$ cat src/rtl/ab_bus_arbiter.sv
// Bus arbiter between the core's address generator and one DMA master.
// Ownership changes pass through an idle turnaround cycle, and DMA bursts are length-limited.
//
// state  | meaning
// -------+-----------------------------------------------------------
// CPU    | core owns the bus, DMA requests honoured unless cpu_lock
// TURN_D | idle turnaround towards DMA, core stalled
// DMA    | DMA owns the bus, one transfer per cycle, core stalled
// TURN_C | idle turnaround back to the core, core stalled
// COOL   | core owns the bus for CPU_SLOTS cycles after a forced handback
module ab_bus_arbiter #(
  parameter int MAX_BURST = 16,
  parameter int CPU_SLOTS = 1
) (
  input  logic        clk,
  input  logic        RST,
  input  logic        ABWDTH,
  input  logic [23:0] cpu_ab,
  input  logic        cpu_we,
  input  logic [7:0]  cpu_do,
  input  logic        cpu_lock,
  output logic        cpu_rdy,
  input  logic        dma_req,
  input  logic [23:0] dma_ab,
  input  logic        dma_we,
  input  logic [7:0]  dma_do,
  output logic        dma_gnt,
  output logic [23:0] AB,
  output logic        WE,
  output logic [7:0]  DO,
  output logic        owner
);

  localparam int CW  = $clog2(MAX_BURST + 1);
  localparam int CCW = $clog2(CPU_SLOTS + 1);
  localparam logic [CW-1:0]  CNT_LAST  = CW'(MAX_BURST - 1);
  localparam logic [CCW-1:0] CCNT_LAST = CCW'(CPU_SLOTS - 1);

  typedef enum logic [2:0] {
    S_CPU,
    S_TURN_D,
    S_DMA,
    S_TURN_C,
    S_COOL
  } state_t;

  state_t         state, state_nxt;
  logic [CW-1:0]  cnt, cnt_nxt;
  logic [CCW-1:0] ccnt, ccnt_nxt;
  logic           lim, lim_nxt;
  logic [23:0]    cpu_ab_m;

  always_ff @(posedge clk) begin
    if (RST) begin
      state <= S_CPU;
      cnt   <= '0;
      ccnt  <= '0;
      lim   <= 1'b0;
    end else begin
      state <= state_nxt;
      cnt   <= cnt_nxt;
      ccnt  <= ccnt_nxt;
      lim   <= lim_nxt;
    end
  end

  always_comb begin
    state_nxt = state;
    cnt_nxt   = cnt;
    ccnt_nxt  = ccnt;
    lim_nxt   = lim;
    case (state)
      S_CPU: begin
        if (dma_req && !cpu_lock) state_nxt = S_TURN_D;
      end
      S_TURN_D: begin
        cnt_nxt   = '0;
        state_nxt = dma_req ? S_DMA : S_CPU;
      end
      S_DMA: begin
        cnt_nxt = cnt + 1'b1;
        // lim remembers whether the burst was cut short, selecting COOL after TURN_C
        if (!dma_req || (cnt == CNT_LAST)) begin
          state_nxt = S_TURN_C;
          lim_nxt   = (cnt == CNT_LAST);
        end
      end
      S_TURN_C: begin
        ccnt_nxt  = '0;
        state_nxt = lim ? S_COOL : S_CPU;
      end
      S_COOL: begin
        if (ccnt == CCNT_LAST) state_nxt = S_CPU;
        else                   ccnt_nxt  = ccnt + 1'b1;
      end
      default: state_nxt = S_CPU;
    endcase
  end

  assign cpu_ab_m = ABWDTH ? cpu_ab : {8'h00, cpu_ab[15:0]};

  // Reset overrides the decode immediately so a burst aborts on the RST cycle itself
  always_comb begin
    AB      = cpu_ab_m;
    WE      = 1'b0;
    DO      = cpu_do;
    cpu_rdy = 1'b0;
    dma_gnt = 1'b0;
    owner   = 1'b0;
    if (RST) begin
      cpu_rdy = 1'b1;
    end else begin
      case (state)
        S_CPU, S_COOL: begin
          cpu_rdy = 1'b1;
          WE      = cpu_we;
        end
        S_DMA: begin
          AB      = dma_ab;
          WE      = dma_we;
          DO      = dma_do;
          dma_gnt = 1'b1;
          owner   = 1'b1;
        end
        default: begin
          cpu_rdy = 1'b0;
        end
      endcase
    end
  end

endmodule
$ cat config.mk
export PLATFORM = sky130hd
export DESIGN_NAME = ab_bus_arbiter
export DESIGN_NICKNAME = d
export VERILOG_FILES = /design/src/rtl/ab_bus_arbiter.sv
export SDC_FILE = /design/constraint.sdc
export NUM_CORES = 1
export LEC_CHECK = 0
export ABC_CLOCK_PERIOD_IN_PS = 1850
export BUFFER_PORTS_ARGS = -buffer_cell sky130_fd_sc_hd__buf_2
export CAP_MARGIN = 20
export CORE_MARGIN = 2
export CORE_UTILIZATION = 25
export CTS_BUF_LIST = sky130_fd_sc_hd__clkbuf_16
export CTS_CLUSTER_DIAMETER = 50
export CTS_CLUSTER_SIZE = 10
export DETAILED_ROUTE_END_ITERATION = 6
export MAX_ROUTING_LAYER = met4
export PLACE_DENSITY = 0.65
export SETUP_SLACK_MARGIN = 0.1
export SYNTH_ARGS = -nofsm -noshare
export SYNTH_HDL_FRONTEND = slang
export SYNTH_SLANG_ARGS = --single-unit
$ cat constraint.sdc
create_clock -name clk -period 1.85 [get_ports clk]
set_input_delay 0 -clock clk [delete_from_list [all_inputs] [get_ports clk]]
set_output_delay 0 -clock clk [all_outputs]
set_load 0.005 [all_outputs]
==> flow_results.org <==
** Run status
- Result of the run :: complete, no violations

** Power
- Proportion of power drawn by the clock network :: 47.7%
- Combinational group share of total power :: 26.8%
- Part of the total power dissipated in sequential elements :: 25.6%
- Maximum vdd ir drop :: 0.527 mV
- Net switching is 22.5% of the power.
- Leakage dissipation :: 0.811 nW
- P_int :: 0.607 mW
- Areal power density over the cells :: 476 nW/um^2
- In this run the power spent charging and discharging nets is 0.176 mW.
- Overall power consumption after layout is estimated at 0.784 mW.

** STA
- For this run, the top clock speed supported by timing is 591 MHz.
- Part of the cycle the worst path needs :: 91.5%
- Slew margin rel. :: 69.8%
- Largest clock skew in the final design :: 0.00148 ns
- Setup repair after global routing missed its margin :: false
- After layout, the minimum clock period comes to 1.69 ns.
- For the pin with the worst max-slew slack, the measured transition is 0.453 ns.
- Final worst hold slack :: 0.0797 ns
- After routing, the total negative slack on setup checks comes to 0 ns.
- Setup Viol. Count Final :: 0
- Count of pins over their slew limit :: 0
- Hold violation total from the final report :: 0

** Routing
- In the final routed layout, each cell accounts on average for 11.9 microns.
- In the routed layout, each cell is associated on average with a via count of 4.47.
- The detailed router finished its first iteration with 61 violations.
- The detail route stage leaves a number of antenna-violating nets equal to 0.
- The routed layout has 1219 vias.
- Wires add up to 3.26 mm.
- Total iterations of the first detailed-routing run :: 3
- DRC violations left :: 0

** Final layout
- 0 antenna diodes ended up in the layout.
- Summing all flip-flop and latch instances after layout gives 181 sq um.
- Filler Cell Count :: 366
- The post-route netlist has 62.7% of its cells at a drive strength greater than 1.
- In the final layout, the multi-input gates occupy 688 sq um.
- Layout Cells excl Fill :: 273
- After routing the design area is 1650 sq um.
- Compared with the post-synthesis result, the final layout area differs by 75.5%.
- Final Net Count :: 299

** Critical path
- Bufs and invs on worst path :: 3
- Setup slack, reg-to-reg :: 0.32 ns
- Top fanout value on the critical path :: 21
- The kind of cell with the highest combined delay along the critical path is buffers and inverters.
- Data arrival time of the worst path :: 1.69 ns
- Worst reg2reg path depth :: 6
- The worst register-to-register path begins at cnt[0]$_SDFFE_PP0P_.
- Startpoint of the most critical setup path :: state[2]$_SDFFE_PP0P_
- STA classifies the critical path endpoint as a primary output.
- Worst-path cell chain :: nor4b_4 > buf_6 > clkbuf_16 > mux2_2 > buf_2
- Stage delay of the slowest cell on the critical path :: 0.38 ns
- For the worst setup path, the data required time is 1.85 ns.
- Worst Setup Path Type :: flip-flop to primary output
- In this run the critical register-to-register path is captured at cnt[4]$_SDFFE_PP0P_.
- Launching element type of the critical path :: flip-flop
- Slowest library cell on the worst path :: sky130_fd_sc_hd__dfxtp_2

** Global routing
- Layer carrying the most global-route usage :: met2
- Met2 Usage GRT :: 23.2%
- Initial antenna violation count :: 0
- Met3 Track Usage GR :: 2.40%
- Vias in the first global route :: 1040
- Entering global routing, the biggest net connects 43 pins.
- For met1 alone, demand over resource in global routing was 15.5%.
- Residual overflow from global routing :: 0
- Global routing used 12.9% of the available tracks.
- The first global-routing pass estimated 4.46 mm of wire.

** Floorplanning
- The die covers 4260 sq um.
- The floorplan has 22 rows.
- In this run the count of I/O pins placed on the die edge is 107.
- The die is 65.3 microns wide.
- In this run the vertical extent of the chip is 65.3 microns.
- For this configuration, the core starts out at a cell density of 25.8%.
- The core region is 3630 sq um.

** Place
- Detailed placement ended at an HPWL of 2.42 mm.
- In this run the tool buffered the top-level ports with 106 buffer cells.
- Routability-driven placement finished with a final weighted congestion of 0.799.
- After detailed placement, the design holds a cell count of 266.
- The placed instances occupy a cell area of 1510 sq um.

** Worst hold path
- Worst Min Path Start :: dma_req
- In this run the worst hold path is classified as primary input to flip-flop.
- Hold Path Cell Cnt :: 3
- For hold timing, the worst endpoint is lim$_SDFFE_PP0P_.

** Clock network
- TritonCTS built the clock tree.
- Clock-pin slew was measured on the worst setup and hold paths at 0.04 ns.
- The root buffer cell chosen for the clock tree is sky130_fd_sc_hd__clkbuf_16.
- For the worst-skew pair, the clock arrives at the later sink with an insertion delay of 0.23 ns.
- Total clock buffers created by CTS :: 3
- Hold buffer count at CTS :: 0
- CTS built an H-tree with a depth of 1.
- The clock drives 9 sinks.
- The longest clock path from root to sink contains 2 buffers.

** Yosys
- Synthesis instantiated 32 different standard cells from the library.
- Register area share after synthesis :: 19.2%
- Synthesized area :: 938 sq um
- Synth Net Count :: 193
- During synthesis, Yosys emitted a total of 0 warnings.
- In this run the mean area of a mapped cell was 7.82 sq um.
- Dominant synthesized flop cell :: sky130_fd_sc_hd__dfxtp_1
- The synthesized design contains 9 register bits.
- Synthesis produced a netlist whose cell count is 120.
- Share of synthesized flip-flops with an asynchronous set or reset :: 0%
- EDFF count, synth :: 0

** Run
- The tool flagged a number of max-cap violations equal to 0.
[power by group through the flow]
stage	sequential (mW)	combinational, mW	clock, mW
final	0.200	0.210	0.373
after detailed placement	0.204	0.204	0
after global placement	0.203	0.201	0
after CTS	0.201	0.205	0.377
after global routing	0.201	0.231	0.387
after floorplan	0.204	0.0822	0
[synth_stat cells, types with 3 or more instances]
cell type / instances / area share, %
sky130_fd_sc_hd__buf_4: 3 / 2.4
sky130_fd_sc_hd__nand2_1: 18 / 7.2
sky130_fd_sc_hd__o21ai_0: 12 / 6.4
sky130_fd_sc_hd__nor2_1: 7 / 2.8
sky130_fd_sc_hd__buf_2: 5 / 2.7
sky130_fd_sc_hd__nor3b_1: 4 / 3.2
sky130_fd_sc_hd__a21oi_1: 6 / 3.2
sky130_fd_sc_hd__nand3_1: 3 / 1.6
sky130_fd_sc_hd__dfxtp_1: 9 / 19
sky130_fd_sc_hd__inv_1: 3 / 1.2
sky130_fd_sc_hd__mux2_2: 23 / 28
[logic make-up after synthesis]
group                      after synthesis  share of synthesized area, %
and+or+nand+nor                         44                          24.9
AOI/OAI and AO/OA                       27                          16.9
muxes                                   24                          28.8
buffers and inverters                   14                          7.47
DFF                                      9                          19.2
adders and majority gates                2                          2.67
[worst max-delay path by stage]
| stage | to | slack (ns) | cells past startpoint |
|---|---|---|---|
| 6_report | AB[10] | 0.16 | 5 |
| 5_1_grt | DO[4] | 0.09 | 5 |
| 4_1_cts | DO[6] | 0.11 | 4 |
| 3_5_place_dp | cnt[4]$_SDFFE_PP0P_ | 0.33 | 6 |
| 3_3_place_gp | cnt[4]$_SDFFE_PP0P_ | 0.36 | 6 |
| 2_1_floorplan | cnt[4]$_SDFFE_PP0P_ | 0.40 | 6 |
[tightest hold or removal path, stage by stage]
cell,delay [ns]
sky130_fd_sc_hd__buf_2,0.11
sky130_fd_sc_hd__o41ai_1,0.06
sky130_fd_sc_hd__a21oi_1,0.10
[through the flow]
step	utilization [%]	worst slack (ns)
detailed placement	41.4	0.331
global route	45.3	0.0918
global placement	41.4	0.358
floorplan	-	0.403
finish	45.3	0.157
CTS	43.6	0.110
[cells in the final DEF (no fill, tap or decap)]
cell type                   count
sky130_fd_sc_hd__buf_2        106
sky130_fd_sc_hd__mux2_2        23
sky130_fd_sc_hd__nand2_1       18
sky130_fd_sc_hd__o21ai_0       12
sky130_fd_sc_hd__dfxtp_1        8
sky130_fd_sc_hd__nor2_1         7
sky130_fd_sc_hd__a21oi_1        6
sky130_fd_sc_hd__clkbuf_16      5
sky130_fd_sc_hd__inv_1          4
sky130_fd_sc_hd__nor3b_1        4
sky130_fd_sc_hd__nand3_1        3
sky130_fd_sc_hd__nor3_1         2
sky130_fd_sc_hd__nor4_1         2
sky130_fd_sc_hd__a31oi_1        2
sky130_fd_sc_hd__a221oi_1       2
sky130_fd_sc_hd__ha_1           2
sky130_fd_sc_hd__buf_4          2
sky130_fd_sc_hd__nor4b_4        1
sky130_fd_sc_hd__mux2_1         1
sky130_fd_sc_hd__and3_1         1
sky130_fd_sc_hd__o21bai_1       1
sky130_fd_sc_hd__nor2b_1        1
sky130_fd_sc_hd__a22oi_1        1
sky130_fd_sc_hd__and3b_1        1
sky130_fd_sc_hd__or2_2          1
sky130_fd_sc_hd__a211oi_1       1
sky130_fd_sc_hd__a21o_1         1
sky130_fd_sc_hd__nor4b_1        1
sky130_fd_sc_hd__and2_1         1
sky130_fd_sc_hd__o41ai_1        1
sky130_fd_sc_hd__nand2b_1       1
sky130_fd_sc_hd__buf_12         1
sky130_fd_sc_hd__buf_6          1
sky130_fd_sc_hd__dfxtp_2        1
[final cells by class]
| type | count | share of cell area, % |
|---|---|---|
| tap | 48 | 3.65 |
| timing repair buffer | 112 | 38.1 |
| inverter | 3 | 0.684 |
| sequential | 9 | 11.0 |
| multi-input combinational | 97 | 41.8 |
| clock buffer | 3 | 4.56 |
| clock inverter | 1 | 0.228 |
[flip-flops by register name (all words and copies together), names as in the netlist]
register	count
lim	1
cnt	5
state	3
[timing repair]
item | 4_1_cts | 5_1_grt
resized for setup | 0 | 2
buffers inserted | 0 | 1
setup endpoints to repair | 0 | 24
[routing by layer]
metal,up-vias,part of all wire (%)
li1,640,-
met1,523,43
met2,54,48
met3,2,8.6
met4,0,0.37
met5,-,0
Note: power is estimated with default switching activity, not from simulation.
